**config.mk**
```make
export PLATFORM = sky130hd
export DESIGN_NAME = mem_copy_engine
export DESIGN_NICKNAME = d
export VERILOG_FILES = /design/src/rtl/mem_copy_engine.sv
export SDC_FILE = /design/constraint.sdc
export NUM_CORES = 1
export LEC_CHECK = 0
export CAP_MARGIN = 20
export CORE_MARGIN = 1
export CORE_UTILIZATION = 51
export CTS_CLUSTER_SIZE = 8
export DETAILED_ROUTE_END_ITERATION = 8
export GPL_TIMING_DRIVEN = 0
export PLACE_DENSITY_LB_ADDON = 0.08
export REMOVE_ABC_BUFFERS = 1
export SLEW_MARGIN = 20
export SYNTH_ARGS = -nofsm -noshare
export SYNTH_HDL_FRONTEND = slang
export SYNTH_SLANG_ARGS = --single-unit
```
**constraint.sdc**
```tcl
create_clock -name Clk -period 4.4 [get_ports Clk]
set_clock_uncertainty 0.15 [all_clocks]
set_input_delay 0.88 -clock Clk [delete_from_list [all_inputs] [get_ports Clk]]
set_output_delay 0.88 -clock Clk [all_outputs]
set_load 0.005 [all_outputs]
```
**src/rtl/mem_copy_engine.sv**
```systemverilog
// Byte-serial memory copy / fill engine driving a single-port data memory.
// One pointer serves both reads and writes; copy alternates READ/WRITE per byte.
module mem_copy_engine #(
  parameter int unsigned AW = 8,
  parameter int unsigned DW = 8
) (
  input  logic          Clk,
  input  logic          Reset,
  input  logic          Start,
  input  logic          Fill,
  input  logic [AW-1:0] SrcAddr,
  input  logic [AW-1:0] DstAddr,
  input  logic [AW-1:0] Length,
  input  logic [DW-1:0] FillValue,
  input  logic [DW-1:0] MemDataOut,
  output logic [AW-1:0] MemAddress,
  output logic [DW-1:0] MemDataIn,
  output logic          MemWriteEn,
  output logic          Busy,
  output logic          Done
);

  typedef enum logic [2:0] {
    S_IDLE  = 3'd0,
    S_READ  = 3'd1,
    S_WRITE = 3'd2,
    S_FILL  = 3'd3,
    S_DONE  = 3'd4
  } state_t;

  state_t        state_q, state_d;
  logic [AW-1:0] src_q, src_d;
  logic [AW-1:0] dst_q, dst_d;
  logic [AW-1:0] len_q, len_d;
  logic [AW-1:0] i_q, i_d;
  logic [DW-1:0] fill_val_q, fill_val_d;
  logic [DW-1:0] data_q, data_d;
  logic [AW-1:0] i_inc;

  always_ff @(posedge Clk or negedge Reset) begin
    if (!Reset) begin
      state_q    <= S_IDLE;
      src_q      <= '0;
      dst_q      <= '0;
      len_q      <= '0;
      i_q        <= '0;
      fill_val_q <= '0;
      data_q     <= '0;
    end else begin
      state_q    <= state_d;
      src_q      <= src_d;
      dst_q      <= dst_d;
      len_q      <= len_d;
      i_q        <= i_d;
      fill_val_q <= fill_val_d;
      data_q     <= data_d;
    end
  end

  assign i_inc = i_q + AW'(1);

  // Next-state and parameter capture; transfer parameters only load in IDLE.
  always_comb begin
    state_d    = state_q;
    src_d      = src_q;
    dst_d      = dst_q;
    len_d      = len_q;
    i_d        = i_q;
    fill_val_d = fill_val_q;
    data_d     = data_q;
    case (state_q)
      S_IDLE: begin
        if (Start) begin
          src_d      = SrcAddr;
          dst_d      = DstAddr;
          len_d      = Length;
          fill_val_d = FillValue;
          i_d        = '0;
          if (Length == '0) begin
            state_d = S_DONE;
          end else if (Fill) begin
            state_d = S_FILL;
          end else begin
            state_d = S_READ;
          end
        end
      end
      S_READ: begin
        data_d  = MemDataOut;
        state_d = S_WRITE;
      end
      S_WRITE, S_FILL: begin
        i_d = i_inc;
        if (i_inc >= len_q) begin
          state_d = S_DONE;
        end else if (state_q == S_WRITE) begin
          state_d = S_READ;
        end
      end
      S_DONE: state_d = S_IDLE;
      default: state_d = S_IDLE;
    endcase
  end

  // Memory-side outputs decoded purely from registered state.
  always_comb begin
    MemAddress = '0;
    MemDataIn  = '0;
    MemWriteEn = 1'b0;
    Busy       = 1'b0;
    Done       = 1'b0;
    case (state_q)
      S_READ: begin
        MemAddress = src_q + i_q;
        Busy       = 1'b1;
      end
      S_WRITE: begin
        MemAddress = dst_q + i_q;
        MemDataIn  = data_q;
        MemWriteEn = 1'b1;
        Busy       = 1'b1;
      end
      S_FILL: begin
        MemAddress = dst_q + i_q;
        MemDataIn  = fill_val_q;
        MemWriteEn = 1'b1;
        Busy       = 1'b1;
      end
      S_DONE:  Done = 1'b1;
      default: ;
    endcase
  end

endmodule

```
After elaboration in Yosys (flattened, before gate mapping). Index checks and enable logic that the tools add are counted.

Memories kept: 0. Register bits: 51. Bits in read-only memories: 0. Output and inout bits: 19. Input bits: 44. Latch bits: 0. Bits in writable memories: 0. Logic and storage cells: 38.

Bitwise operators: 0. Mux-type cells: 13. Reductions and logical operators: 8. $mul: 0. $lt $le $gt $ge: 1. Add/sub/neg operators: 3. Div/mod/pow operators: 0. Equality and inequality tests: 6. Shifts and indexed selects: 0.

Operators with widths (count): case mux 8 bit (2 select lines) (3); adder 8 bit (2); 2-to-1 mux 3 bit (4); case mux 3 bit (3 select lines) (1); adder 8 x 1 -> 8 bit, second input constant (1); >= comparator 8 bit (1); zero test 8 bit (1); 2-to-1 mux 8 bit (1); == test 3 x 2 -> 1 bit, second input constant (2); AND reduction 2 bit (3); == test 3 x 1 -> 1 bit, second input constant (1); == test 3 bit, second input constant (1); zero test 3 bit (1); 2-to-1 mux 1 bit (3); != test 3 x 1 -> 1 bit, second input constant (1); OR reduction 3 bit (1); 2-to-1 mux 2 bit (1); != test 2 bit, second input constant (1); nonzero test 2 bit (1); OR reduction 2 bit (1).

Depth between registers and ports, before layout. Gate-level depths: netlist of the first run.

Depth in word-level cells: 4. Depth in mapped cells: 15. Gate-level depth less buffers: 11.

Worst setup path after synthesis of the first run. Ideal clock, no wire load.

Kind: register to output. Start point: register state_q[2]. End point: output port MemAddress[6]. Data arrival time: 2.492 ns. Path slack: 0.878 ns. Data required time: 3.370 ns. Stages on the path, launching flop included: 14. Buffers on the path: 4. Cells stage by stage: dfrtp_1 -> buf_2 -> nand2b_1 -> buf_2 -> inv_1 -> buf_2 -> buf_2 -> nand2_1 -> nand2_1 -> ha_1 -> nor2b_1 -> o31a_1 -> or4_1 -> nand3_1.

Cells in the longest elaborated chain, start to end: 3. Elaborated cells between the ends (all ways): 5. Those cells by class: 3 x eq/ne; 1 x mux; 1 x reduce/logical.

Ends and longest elaborated chain: from (decl) (RTL line 31) `state_t state_q, state_d;`; from (signal assigned) (RTL line 50) `state_q <= state_d;`; == test 3 x 2 -> 1 bit (RTL line 112) `case (state_q)`; OR reduction 2 bit (no source line); case mux 8 bit (2 select lines) * (RTL line 112); to (decl) (RTL line 16) `output logic [AW-1:0] MemAddress,`.

Mark *: on every way between the ends. The rest lies on a longest branch, timed or not.

Worst setup path after layout of the first run.
Start point: register state_q[1]. End point: output port MemAddress[6].

The elaborated chain is that of the path after synthesis.

==> results.json, run 1 <==
{
  "cts_max_level": 2,
  "maxCapViolCount": 0,
  "root_buffer": "clkbuf_8",
  "rr_endpoint": "state_q[1]$_DFFE_PN0P_",
  "fin_nets": 462,
  "ys_seq_area_frac": 0.435,
  "dp_cells": 457,
  "yosys_warnings": 0,
  "yosys-top-cells-count": "nand2_1 (117), dfrtp_1 (51), nor2_1 (17), ha_1 (16), o21ai_0 (15)",
  "pre_cts_slack_ns": -0.740,
  "synth_top_area_cell": "dfrtp_1",
  "hold_path_startpoint": "fill_val_q[7]$_DFFE_PN0P_",
  "insertion_delay_ns": 0.30,
  "place_area_um2": 3580,
  "initial_core_util": 0.532,
  "grt_first_pass_wirelength_um": 11200,
  "antenna_found_initial": 0,
  "status": "completed",
  "r2r_cells": 9,
  "cellPowerDensity_nw_per_um2": 757,
  "worst_pin_slew_ns": 0.847,
  "grt_usage": 0.236,
  "finalInstanceArea_um2": 3760,
  "drtAntennaViolNets": 0,
  "synthMuxAreaShare": 0.0649,
  "hold-path-endpoint": "fill_val_q[7]$_DFFE_PN0P_",
  "postSynthAreaPerCell_um2": 8.65,
  "cts_made_buffers": 5,
  "routed_wl_um": 6460,
  "die_w_um": 77.8,
  "fp.coreArea_um2": 5510,
  "vias": 2473,
  "firstDrtPassIters": 4,
  "drcViolationCount": 0,
  "synth_compound_area_frac": 0.101,
  "gr-total-overflow": 0,
  "synth_cells": 339,
  "period_share": 0.955,
  "stdcell_count": 473,
  "ys_top_cells_by_area": "dfrtp_1 (44%), nand2_1 (15%), ha_1 (6.8%), mux2i_1 (3.4%), mux2_2 (3.1%)",
  "fill_cells": 474,
  "tritoncts": "built",
  "post-synth-top-area-fraction": 0.435,
  "crit_arrival_ns": 3.17,
  "io_buffers": 62,
  "hold_depth": 2,
  "fin_setup_tns_ns": 0,
  "drtIter0Drc": 141,
  "r2r_slack_ns": 1.75,
  "clk_path_buf_depth": 2,
  "dieArea_um2": 6060,
  "r2r_start": "i_q[0]$_DFFE_PN0P_",
  "ys_ff_latch": 51,
  "synth_top_family_by_area": "simple AND/OR/NAND/NOR gates",
  "cts.reportedPaths.clkPinSlew_ns": 0.09,
  "p_leak_nw": 1.79,
  "drive_gt1_frac": 0.0923,
  "synthSimpleGateAreaFrac": 0.257,
  "grt_max_degree": 52,
  "synth_adder_area_share": 0.0751,
  "via_per_inst": 5.23,
  "num_antenna_cells": 0,
  "critical_path_class": "flip-flop to output port",
  "end_kind": "output port",
  "setup_slack_ns": 0.196,
  "netlist-cell-type-count": 44,
  "async_flop_share": 1.00,
  "synth_most_common_cell": "nand2_1",
  "period_needed_ns": 4.20,
  "post-route-util": 0.683,
  "place.gp.congestion": 0.832,
  "startpoint_type": "flip-flop",
  "synthXorXnorAreaFrac": 0.0179,
  "wl_per_cell_um": 13.7,
  "syn_area_um2": 2930,
  "synth_edf_count": 0,
  "hold_viol": 0,
  "crit_path_max_fanout": 10,
  "hpwlAfterDp_um": 4330,
  "fp.dieH_um": 77.8,
  "cts.sinks": 51,
  "ir_drop_v": 0.000375,
  "grt_pass1_vias": 2472,
  "ios": 63,
  "crit_required_ns": 3.37,
  "fmax_mhz": 238,
  "ys.flop_type": "dfrtp_1",
  "rows": 27,
  "maxSlewViolCount": 0,
  "area_growth_pct": 28.3,
  "setup_viol": 0,
  "min_path_type": "flip-flop to flip-flop",
  "slew_headroom": 0.434
}
==> cell type report <==
class | instances | area, um2 | area share
clock buffer | 6 | 72.6 | 0.0193
clock inverter | 1 | 30.0 | 0.00798
inverter | 13 | 52.6 | 0.0140
multi-input combinational | 258 | 1540 | 0.409
sequential | 51 | 1280 | 0.340
tap | 72 | 90.1 | 0.0240
timing repair buffer | 71 | 693 | 0.184
timing repair inverter | 1 | 5.00 | 0.00133
==> metal layers <==
metal	GRT usage	vias to the layer above	routed length, um
li1	-	1251	-
met1	0.311	1170	3170
met2	0.400	48	3010
met3	0.0459	4	221
met4	0.0509	0	59
met5	0	-	0
==> flip-flops by register name (all words and copies together) (netlist names) <==
register,flops
data_q,8
state_q,3
len_q,8
dst_q,8
src_q,8
fill_val_q,8
i_q,8
==> worst max path at each step <==
stage	from	to	slack, ns	cells past startpoint
6_report	state_q[1]$_DFFE_PN0P_	MemAddress[6]	0.20	12
3_5_place_dp	state_q[2]$_DFFE_PN0P_	MemAddress[6]	-0.74	12
2_1_floorplan	state_q[2]$_DFFE_PN0P_	MemAddress[6]	0.52	11
3_3_place_gp	state_q[2]$_DFFE_PN0P_	MemAddress[6]	-0.70	12
5_1_grt	state_q[1]$_DFFE_PN0P_	MemAddress[6]	-0.008	12
4_1_cts	state_q[1]$_DFFE_PN0P_	MemAddress[6]	0.07	12
==> placed cells by master (no fill, tap or decap), types with 5 or more instances in the layout <==
cell type	instances
nor2_1	17
dfrtp_1	49
mux2_2	8
o21ai_0	15
clkbuf_8	5
inv_1	12
buf_4	8
ha_1	16
clkdlybuf4s50_1	61
nand3_1	9
mux2i_1	10
nand2_1	117
nor2b_1	8
==> power by group <==
| group | switching (W) | internal [W] | total, W |
|---|---|---|---|
| Sequential | 0.000184 | 0.000692 | 0.000876 |
| Clock | 0.000147 | 0.000167 | 0.000314 |
| Combinational | 0.000808 | 0.000851 | 0.00166 |
| Total | 0.00114 | 0.00171 | 0.00285 |
==> through the flow <==
stage          total power (W)  hold slack, ns
2_1_floorplan          0.00180           0.295
3_3_place_gp           0.00238           0.309
6_report               0.00285           0.332
5_1_grt                0.00312           0.368
4_1_cts                0.00281           0.334
3_5_place_dp           0.00244           0.313
==> cell families after synthesis <==
| family | count (synthesis) |
|---|---|
| adder cells (fa/ha/maj) | 17 |
| AND/OR/NAND/NOR | 172 |
| multiplexers | 18 |
| AO/OA/AOI/OAI | 44 |
| buffers and inverters | 31 |
| flip-flops | 51 |
| XOR/XNOR | 6 |
==> worst max-delay path, cell delays in order (launching register included) <==
cell and delay, ns:
dfrtp_2 0.52, nand2b_4 0.11, buf_4 0.18, nand2_1 0.09
nand2_1 0.10, ha_1 0.23, inv_1 0.07, fa_1 0.17
nor2b_1 0.07, o31a_1 0.27, or4_1 0.47, nand3_1 0.09
clkdlybuf4s50_1 0.49
==> repair_timing <==
item | 4_1_cts | 5_1_grt
hold endpoints to repair | 0 | 0
resized for setup | 4 | 1
hold buffers | 0 | 0
setup buffers | 2 | 5
gates cloned | 2 | 0
setup endpoints to repair | 8 | 3
Note: power is estimated with default switching activity, not from simulation.
==> run 2: changes to the inputs <==
--- a/config.mk
+++ b/config.mk
@@ -8,6 +8,7 @@
 export CAP_MARGIN = 20
 export CORE_MARGIN = 1
 export CORE_UTILIZATION = 51
+export CTS_CLUSTER_DIAMETER = 120
 export CTS_CLUSTER_SIZE = 8
 export DETAILED_ROUTE_END_ITERATION = 8
 export GPL_TIMING_DRIVEN = 0
==> results of run 2 <==
Final layout, timing and power as in run 1 (identical DEF).
